## config.mk

```make
export PLATFORM = sky130hd
export DESIGN_NAME = pwrmgr_seq
export DESIGN_NICKNAME = d
export VERILOG_FILES = /design/src/rtl/pwrmgr_seq.sv
export SDC_FILE = /design/constraint.sdc
export NUM_CORES = 1
export LEC_CHECK = 0
export ABC_AREA = 1
export BUFFER_PORTS_ARGS = -buffer_cell sky130_fd_sc_hd__clkbuf_2
export CAP_MARGIN = 40
export CORE_MARGIN = 4
export CORE_UTILIZATION = 45
export CTS_CLUSTER_DIAMETER = 40
export DETAILED_ROUTE_END_ITERATION = 7
export PLACE_DENSITY = 0.66
export SETUP_SLACK_MARGIN = 0.05
export SYNTH_ARGS = -nofsm -noshare
export SYNTH_HDL_FRONTEND = slang
export SYNTH_SLANG_ARGS = --single-unit
```

## constraint.sdc

```tcl
create_clock -name clk -period 1.6 [get_ports clk]
set_input_delay 0.24 -clock clk [delete_from_list [all_inputs] [get_ports clk]]
set_output_delay 0.24 -clock clk [all_outputs]
set_load 0.01 [all_outputs]
```

## src/rtl/pwrmgr_seq.sv

```systemverilog
// Power-sequencing manager: debounces a wake request, stretches SoC reset,
// services power-off with an enforced cooldown, and idles gated SoC outputs.
module pwrmgr_seq #(
   parameter int unsigned          WAKE_DEBOUNCE     = 4,
   parameter int unsigned          RESET_HOLD_CYCLES = 8,
   parameter int unsigned          COOLDOWN_CYCLES   = 16,
   parameter int unsigned          N_GATED           = 2,
   parameter logic [N_GATED-1:0]   IDLE_VALUE        = {N_GATED{1'b1}},
   parameter int unsigned          BOOT_COUNT_WIDTH  = 8
) (
   input  logic                        clk,
   input  logic                        resetn,
   input  logic                        wake_n,
   input  logic                        poweroff_rq,
   input  logic [N_GATED-1:0]          soc_in,
   output logic [N_GATED-1:0]          gated_out,
   output logic                        soc_resetn,
   output logic                        running,
   output logic [1:0]                  state,
   output logic [BOOT_COUNT_WIDTH-1:0] boot_count
);

   localparam int unsigned DEB_W   = $clog2(WAKE_DEBOUNCE + 1);
   localparam int unsigned HOLD_W  = $clog2(RESET_HOLD_CYCLES + 1);
   // A zero cooldown still needs a legal (unused) one-bit counter
   localparam int unsigned CD_W    = (COOLDOWN_CYCLES > 0) ? $clog2(COOLDOWN_CYCLES + 1) : 1;
   localparam int unsigned CD_LAST = (COOLDOWN_CYCLES > 0) ? COOLDOWN_CYCLES - 1 : 0;

   typedef enum logic [1:0] {
      S_EMBRYO     = 2'd0,
      S_RESET_HOLD = 2'd1,
      S_RUNNING    = 2'd2,
      S_COOLDOWN   = 2'd3
   } state_e;

   state_e                      state_q, state_d;
   logic [DEB_W-1:0]            deb_q, deb_d;
   logic [HOLD_W-1:0]           hold_q, hold_d;
   logic [CD_W-1:0]             cd_q, cd_d;
   logic [BOOT_COUNT_WIDTH-1:0] boot_q, boot_d;

   // State and counter registers
   always_ff @(posedge clk or negedge resetn) begin
      if (!resetn) begin
         state_q <= S_EMBRYO;
         deb_q   <= '0;
         hold_q  <= '0;
         cd_q    <= '0;
         boot_q  <= '0;
      end else begin
         state_q <= state_d;
         deb_q   <= deb_d;
         hold_q  <= hold_d;
         cd_q    <= cd_d;
         boot_q  <= boot_d;
      end
   end

   // Next-state and counter update
   always_comb begin
      state_d = state_q;
      deb_d   = deb_q;
      hold_d  = hold_q;
      cd_d    = cd_q;
      boot_d  = boot_q;
      unique case (state_q)
         S_EMBRYO: begin
            if (!wake_n) begin
               if (deb_q == DEB_W'(WAKE_DEBOUNCE - 1)) begin
                  state_d = S_RESET_HOLD;
                  deb_d   = '0;
                  hold_d  = '0;
               end else begin
                  deb_d = deb_q + DEB_W'(1);
               end
            end else begin
               deb_d = '0;
            end
         end
         S_RESET_HOLD: begin
            if (hold_q == HOLD_W'(RESET_HOLD_CYCLES - 1)) begin
               state_d = S_RUNNING;
               hold_d  = '0;
               if (boot_q != {BOOT_COUNT_WIDTH{1'b1}}) begin
                  boot_d = boot_q + BOOT_COUNT_WIDTH'(1);
               end
            end else begin
               hold_d = hold_q + HOLD_W'(1);
            end
         end
         S_RUNNING: begin
            if (poweroff_rq) begin
               deb_d   = '0;
               cd_d    = '0;
               state_d = (COOLDOWN_CYCLES == 0) ? S_EMBRYO : S_COOLDOWN;
            end
         end
         S_COOLDOWN: begin
            // Wake samples during cooldown never count toward debounce
            deb_d = '0;
            if (cd_q == CD_W'(CD_LAST)) begin
               state_d = S_EMBRYO;
               cd_d    = '0;
            end else begin
               cd_d = cd_q + CD_W'(1);
            end
         end
         default: state_d = S_EMBRYO;
      endcase
   end

   // Power-off drops SoC reset in the same cycle, ahead of the state change
   assign running    = (state_q == S_RUNNING);
   assign state      = state_q;
   assign soc_resetn = resetn & running & ~poweroff_rq;
   assign gated_out  = running ? soc_in : IDLE_VALUE;
   assign boot_count = boot_q;

endmodule

```

==> insert_results.sql, run 1 <==
INSERT INTO impl_metrics (metric_group, metric, value, unit) VALUES
('outcome', 'outcome', 'finished, final reports clean', ''),
('detailed_routing', 'ant_nets', '0', ''),
('power', 'p_leak', '0.0008832', 'uW'),
('placement', 'io_buffer_count', '19', ''),
('synth', 'netlist_top_cells_count', 'nand2_1, dfrtp_1, inv_1', ''),
('synth', 'yosysWarningCount', '0', ''),
('synth', 'ys_top_cells_by_area', 'dfrtp_1, nand2_1, ha_1', ''),
('synth', 'synth_top_area_share', '42.19', '%'),
('floorplan', 'io-pin-count', '20', ''),
('global_route', 'first_global_vias', '1075', ''),
('sta', 'final.period_utilization', '98.44', '%'),
('worst_setup_path', 'worst_setup_path_end_kind', 'primary output', ''),
('detailed_routing', 'route.vias.total', '1169', ''),
('finish', 'post_route_cells_drive_above_1_share', '29.61', '%'),
('detailed_routing', 'finalWirelength', '2699', 'um'),
('worst_setup_path', 'worst_setup_path_start_kind', 'register', ''),
('global_route', 'gr-total-overflow', '0', ''),
('min_path', 'min_from', 'wake_n', ''),
('power', 'netSwitchingPower', '853.4', 'uW'),
('synth', 'ys_seq_area_share', '42.19', '%'),
('power', 'switching_share', '38.27', '%'),
('min_path', 'hold_class', 'in2reg', ''),
('synth', 'synth-edff-count', '0', ''),
('synth', 'synth_top_cell_by_area', 'dfrtp_1', ''),
('sta', 'worst_pin_slew', '0.2831', 'ns'),
('sta', 'rsz0062_at_grt', 'true', ''),
('detailed_routing', 'drcViolationCount', '0', ''),
('clock_tree', 'cts_max_path_buffers', '2', ''),
('sta', 'fin_worst_skew', '0.005380', 'ns'),
('detailed_routing', 'first_iter_violations', '68', ''),
('finish', 'num-nets-final', '222', ''),
('finish', 'syn_to_final_growth', '26.94', '%'),
('power', 'p_comb_share', '49.0', '%'),
('floorplan', 'floorplan.die.width', '61.85', 'um'),
('flow_run', 'max-cap-violations', '0', ''),
('worst_setup_path', 'critPathKind', 'reg2out', ''),
('worst_setup_path', 'cp-startpoint', 'state[0]', ''),
('power', 'power-per-cell-area', '1346', 'nW/um2'),
('sta', 'final_max_slew_viol_count', '0', ''),
('floorplan', 'core-area', '2758', 'um2'),
('synth', 'synth.net_count', '187', ''),
('placement', 'routabilityCongestion', '0.7649', ''),
('placement', 'pre_cts_ws', '0.06416', 'ns'),
('clock_tree', 'cts_inserted_buffers', '3', ''),
('sta', 'setup_ws', '0.02490', 'ns'),
('clock_tree', 'clock_root_buffer', 'clkbuf_4', ''),
('synth', 'synth_cell_type_count', '19', ''),
('worst_setup_path', 'critical_path_required', '1.36', 'ns'),
('floorplan', 'design.die.area', '3825', 'um2'),
('synth', 'mappedNetlistArea', '1305', 'um2'),
('finish', 'antennaDiodeCount', '0', ''),
('clock_tree', 'cts.sinks', '22', ''),
('detailed_routing', 'drt-wirelength-per-cell', '11.39', 'um'),
('worst_setup_path', 'critical_path.reg2reg.startpoint', 'state[1]', ''),
('clock_tree', 'clk-insertion-delay-late', '0.31', 'ns'),
('finish', 'postLayoutCoreUtil', '60.07', '%'),
('clock_tree', 'clock_tree_from_tritoncts', 'yes', ''),
('global_route', 'grt_max_degree', '23', ''),
('floorplan', 'floorplan.initialDensity', '47.32', '%'),
('power', 'seqPwrFrac', '31.9', '%'),
('detailed_routing', 'viasPerCell', '4.932', ''),
('power', 'internal_power', '1376', 'uW'),
('synth', 'ys_dominant_reg_cell', 'dfrtp_1', ''),
('power', 'power_frac_clock', '19.1', '%'),
('sta', 'slew_headroom', '81.13', '%'),
('sta', 'finalSetupViolCount', '0', ''),
('placement', 'sum_of_net_half_perimeters_after_detailed_placement', '1949', 'um'),
('clock_tree', 'clk_pin_slew_worst_paths', '0.13', 'ns'),
('sta', 'post-route-min-period', '1.575', 'ns'),
('synth', 'async_reset_ff_share', '100.0', '%'),
('global_route', 'grt_util_all_layers', '15.49', '%'),
('global_route', 'grt_first_pass_wirelength', '4409', 'um'),
('sta', 'max_clock_freq', '0.6349', 'GHz'),
('worst_setup_path', 'worstPathArrival', '1.34', 'ns'),
('power', 'irDropWorstVdd', '933.6', 'uV'),
('synth', 'post_synth.cell_area_avg', '7.587', 'um2'),
('floorplan', 'rows', '19', ''),
('synth', 'synth_seq_cells', '22', ''),
('floorplan', 'die_height', '61.85', 'um'),
('global_route', 'antenna_found_initial', '0', ''),
('synth', 'yosysMostFrequentCell', 'nand2_1', ''),
('sta', 'timing_hold_violations_final', '0', ''),
('synth', 'postSynthCellCount', '172', ''),
('clock_tree', 'cts_htree_levels', '1', ''),
('detailed_routing', 'detailedRoute.firstPassIterationCount', '4', ''),
('worst_setup_path', 'crit_path_max_fanout', '2', '');
==> layout by cell type (no fill, tap or decap), types with 2 or more instances in the layout <==
cell / synthesis / layout
nand2_1: 64 / 61
dfrtp_1: 22 / 21
inv_1: 21 / 17
clkbuf_2: 0 / 16
nor2_1: 12 / 9
buf_4: 0 / 8
nand3_1: 8 / 7
ha_1: 9 / 6
nand4_1: 5 / 5
o21ai_0: 8 / 5
a21oi_1: 6 / 5
inv_2: 0 / 4
buf_6: 0 / 4
nand2_2: 1 / 3
o21ai_2: 1 / 3
nor2_2: 0 / 3
nand3b_1: 3 / 3
xnor2_1: 3 / 3
clkbuf_4: 0 / 3
or2_4: 0 / 2
nand2_4: 1 / 2
nand3_2: 1 / 2
or2_2: 4 / 2
ha_2: 0 / 2
==> per-stage QoR <==
stage	cells	hold slack (ns)	TNS, ns	power, uW	area (um2)
3_3_place_gp	225	0.2622	0	1468	1461
6_report	237	0.2155	0	2230	1657
5_1_grt	237	0.1991	-0.1073	2432	1657
4_1_cts	235	0.1948	0	2088	1589
3_5_place_dp	225	0.2750	0	1498	1461
2_1_floorplan	172	-0.05559	0	1249	1305
==> power groups by stage <==
stage                     clock (uW)  sequential [uW]  combinational [uW]
after floorplan                    0              715                 533
after global placement             0              713                 755
after detailed placement           0              722                 776
after CTS                        448              706                 933
after global routing             474              720                1240
final                            426              711                1090
==> critical path, cell delays in order, from the launching register on <==
cell and delay (ns):
dfrtp_1 0.42, inv_2 0.09, ha_4 0.14, inv_2 0.04
or2_4 0.22, buf_6 0.12
==> final timing paths <==
kind,end,depth (start not counted),slack (ns)
setup / recovery,gated_out[0],5,0.02
hold / removal,deb_q[2],4,0.22
setup reg to reg,hold_q[0],7,0.15
hold reg to reg,deb_q[1],2,0.51
max in group asynchronous,state[1],3,0.89
min in group asynchronous,cd_q[0],3,0.47
==> cells by family (layout without fill, tap and decap cells) <==
family,count (synthesis),after routing,synth area share [%]
XOR/XNOR,4,4,2.685
flip-flops,22,22,42.19
buffers and inverters,22,56,6.520
adder cells (fa/ha/maj),9,9,8.629
AND/OR/NAND/NOR,100,100,33.94
AO/OA/AOI/OAI,15,15,6.041
==> flip-flops by register name, indices dropped and copies added, names as in the netlist <==
register / flops
boot_count: 8
cd_q: 5
hold_q: 4
deb_q: 3
state: 2
==> timing repair <==
| action | in CTS | in global routing |
|---|---|---|
| pin swaps | 2 | 6 |
| endpoints found under the hold margin | 22 | 0 |
| buffers inserted | 5 | 2 |
| resized for setup | 10 | 23 |
| setup endpoints to repair | 6 | 15 |
| hold buffers | 1 | 0 |
==> per-layer routing <==
layer	part of all wire (%)	wire length, um	track usage [%]
met5	0	0	0
met4	0.63	17	4.848
met3	2.2	60	2.893
met2	54	1445	27.80
met1	44	1176	18.62
==> final cells by class <==
type,count,area [um2]
clock buffer,3,22.52
fill,242,1101
tap,31,38.79
timing repair buffer,30,200.2
clock inverter,1,30.03
sequential,22,551.8
inverter,22,85.08
multi-input combinational,128,728.2
Power figures use the tool's default switching activity.
==> run 2, diff against run 1 <==
--- a/config.mk
+++ b/config.mk
@@ -8,7 +8,6 @@
 export ABC_AREA = 1
 export BUFFER_PORTS_ARGS = -buffer_cell sky130_fd_sc_hd__clkbuf_2
 export CAP_MARGIN = 40
-export CORE_MARGIN = 4
 export CORE_UTILIZATION = 45
 export CTS_CLUSTER_DIAMETER = 40
 export DETAILED_ROUTE_END_ITERATION = 7
==> constraint.sdc (replaced) <==
create_clock -name clk -period 1.9 [get_ports clk]
set_input_delay 0.285 -clock clk [delete_from_list [all_inputs] [get_ports clk]]
set_output_delay 0.285 -clock clk [all_outputs]
set_load 0.01 [all_outputs]
==> insert_results.sql, run 2 (synthesis gave the netlist of run 1 again) <==
INSERT INTO impl_metrics (metric_group, metric, value, unit) VALUES
('outcome', 'outcome', 'finished, final reports clean', ''),
('worst_setup_path', 'worst_setup_path_start_kind', 'register', ''),
('detailed_routing', 'detailedRoute.firstPassIterationCount', '4', ''),
('floorplan', 'design.die.area', '3119', 'um2'),
('floorplan', 'floorplan.die.width', '55.85', 'um'),
('global_route', 'first_global_vias', '1134', ''),
('min_path', 'worst_hold_path.num_cells', '4', ''),
('detailed_routing', 'first_iter_violations', '57', ''),
('clock_tree', 'clock_root_buffer', 'clkbuf_4', ''),
('min_path', 'hold_class', 'in2reg', ''),
('global_route', 'gr-total-overflow', '0', ''),
('power', 'power-per-cell-area', '1067', 'nW/um2'),
('worst_setup_path', 'worst_setup_path_end_kind', 'primary output', ''),
('placement', 'routabilityCongestion', '0.8922', ''),
('worst_setup_path', 'critical_path_required', '1.62', 'ns'),
('detailed_routing', 'finalWirelength', '2580', 'um'),
('floorplan', 'floorplan.initialDensity', '47.32', '%'),
('worst_setup_path', 'regToRegEndpoint', 'cd_q[3]', ''),
('sta', 'worst_pin_slew', '0.2920', 'ns'),
('global_route', 'grt_first_pass_wirelength', '4616', 'um'),
('detailed_routing', 'ant_nets', '0', ''),
('worst_setup_path', 'critical_path.reg2reg.startpoint', 'state[0]', ''),
('finish', 'syn_to_final_growth', '17.16', '%'),
('placement', 'pre_cts_ws', '0.3160', 'ns'),
('sta', 'final.period_utilization', '91.82', '%'),
('global_route', 'grt_max_degree', '23', ''),
('sta', 'post-route-min-period', '1.745', 'ns'),
('clock_tree', 'clk_pin_slew_worst_paths', '0.13', 'ns'),
('detailed_routing', 'drcViolationCount', '0', ''),
('sta', 'timing_hold_violations_final', '0', ''),
('power', 'p_leak', '0.0008249', 'uW'),
('finish', 'finish.instance_area', '1529', 'um2'),
('worst_setup_path', 'rr_worst_depth', '8', ''),
('global_route', 'grt_util_all_layers', '18.69', '%'),
('clock_tree', 'cts_inserted_buffers', '3', ''),
('finish', 'post_route_cells_drive_above_1_share', '18.69', '%'),
('worst_setup_path', 'critPathKind', 'reg2out', ''),
('sta', 'final_layout_setup_total_negative_slack', '0', 'ns'),
('placement', 'postPlaceCellArea', '1446', 'um2'),
('clock_tree', 'cts.sinks', '22', ''),
('sta', 'rsz0062_at_grt', 'false', ''),
('min_path', 'min_from', 'wake_n', ''),
('finish', 'num-nets-final', '214', ''),
('clock_tree', 'cts_htree_levels', '1', ''),
('global_route', 'antenna_found_initial', '0', ''),
('sta', 'final_max_slew_viol_count', '0', ''),
('worst_setup_path', 'worstPathArrival', '1.46', 'ns'),
('sta', 'setup_ws', '0.1554', 'ns'),
('sta', 'finalSetupViolCount', '0', ''),
('clock_tree', 'clk-insertion-delay-late', '0.32', 'ns'),
('clock_tree', 'clock_tree_from_tritoncts', 'yes', ''),
('floorplan', 'io-pin-count', '20', ''),
('sta', 'slew_headroom', '80.53', '%'),
('worst_setup_path', 'crit_path_max_fanout', '7', ''),
('finish', 'largest_reg_flops', '8', ''),
('detailed_routing', 'drt-wirelength-per-cell', '11.27', 'um'),
('floorplan', 'die_height', '55.85', 'um'),
('detailed_routing', 'route.vias.total', '1150', ''),
('finish', 'num-fill-cells', '272', ''),
('finish', 'layout_common_cells', 'nand2_1, dfrtp_1, inv_1', ''),
('placement', 'sum_of_net_half_perimeters_after_detailed_placement', '1949', 'um'),
('sta', 'hold_ws', '0.2433', 'ns'),
('finish', 'antennaDiodeCount', '0', ''),
('placement', 'numPlacedInstances', '223', ''),
('detailed_routing', 'viasPerCell', '5.022', ''),
('floorplan', 'rows', '19', ''),
('worst_setup_path', 'slack_of_the_worst_reg_to_reg_path', '0.35', 'ns'),
('sta', 'max_clock_freq', '0.5732', 'GHz'),
('finish', 'post_layout_nonfiller_instances', '229', ''),
('finish', 'layout_commonest_cell', 'nand2_1', ''),
('power', 'irDropWorstVdd', '796.7', 'uV'),
('placement', 'io_buffer_count', '19', ''),
('flow_run', 'max-cap-violations', '0', ''),
('min_path', 'holdPathEnd', 'deb_q[2]', ''),
('clock_tree', 'cts_max_path_buffers', '2', ''),
('floorplan', 'core-area', '2758', 'um2'),
('sta', 'fin_worst_skew', '0.004601', 'ns');
==> run 2: timing repair <==
action                     in CTS  in global routing
hold endpoints to repair       22                  0
setup endpoints to repair       2                  2
gates cloned                    0                  0
hold buffers                    1                  0
gates resized for setup         1                  2
setup buffers                   1                  0
==> run 2: layer usage <==
layer  up-vias  track usage, %  part of all wire [%]
li1        593               -                     -
met1       529           22.27                    45
met2        21           33.22                    49
met3         7           2.326                   3.9
met4         0           9.059                   2.2
met5         -               0                     0
==> run 2: worst max-delay path, stage by stage (launching register included) <==
cell,delay [ns]
dfrtp_1,0.42
inv_2,0.10
ha_4,0.18
inv_1,0.06
or2_2,0.26
clkbuf_2,0.13
==> run 2: per-stage QoR <==
stage | power [uW] | util [%]
after floorplan | 1052 | -
after global placement | 1199 | 52.45
after detailed placement | 1227 | 52.45
after CTS | 1622 | 55.08
after global routing | 1769 | 55.44
final | 1632 | 55.44
==> run 2: layout make-up <==
class                           instances  area [um2]  area share (%)
Tap cell                               31       38.79           2.537
Timing Repair Buffer                   22       120.1           7.856
Inverter                               22       85.08           5.565
Sequential cell                        22       550.5           36.01
Clock buffer                            3       22.52           1.473
Multi-Input combinational cell        128       681.9           44.60
Clock inverter                          1       30.03           1.964
==> run 2: where the power goes <==
part | switching, uW | leakage, uW | internal (uW)
registers | 56.3 | 0.000301 | 536
logic | 427 | 0.000496 | 244
clock network | 155 | 0.0000279 | 213
==> run 2: worst max path at each step <==
| stage | endpoint | cells after the start | slack (ns) | from |
|---|---|---|---|---|
| global placement | gated_out[0] | 5 | 0.39 | state[0] |
| detailed placement | gated_out[1] | 5 | 0.32 | state[0] |
| floorplan | gated_out[0] | 4 | 0.40 | state[0] |
| CTS | gated_out[1] | 5 | 0.07 | state[0] |
| global route | gated_out[1] | 5 | 0.09 | state[0] |
| finish | gated_out[1] | 5 | 0.16 | state[0] |
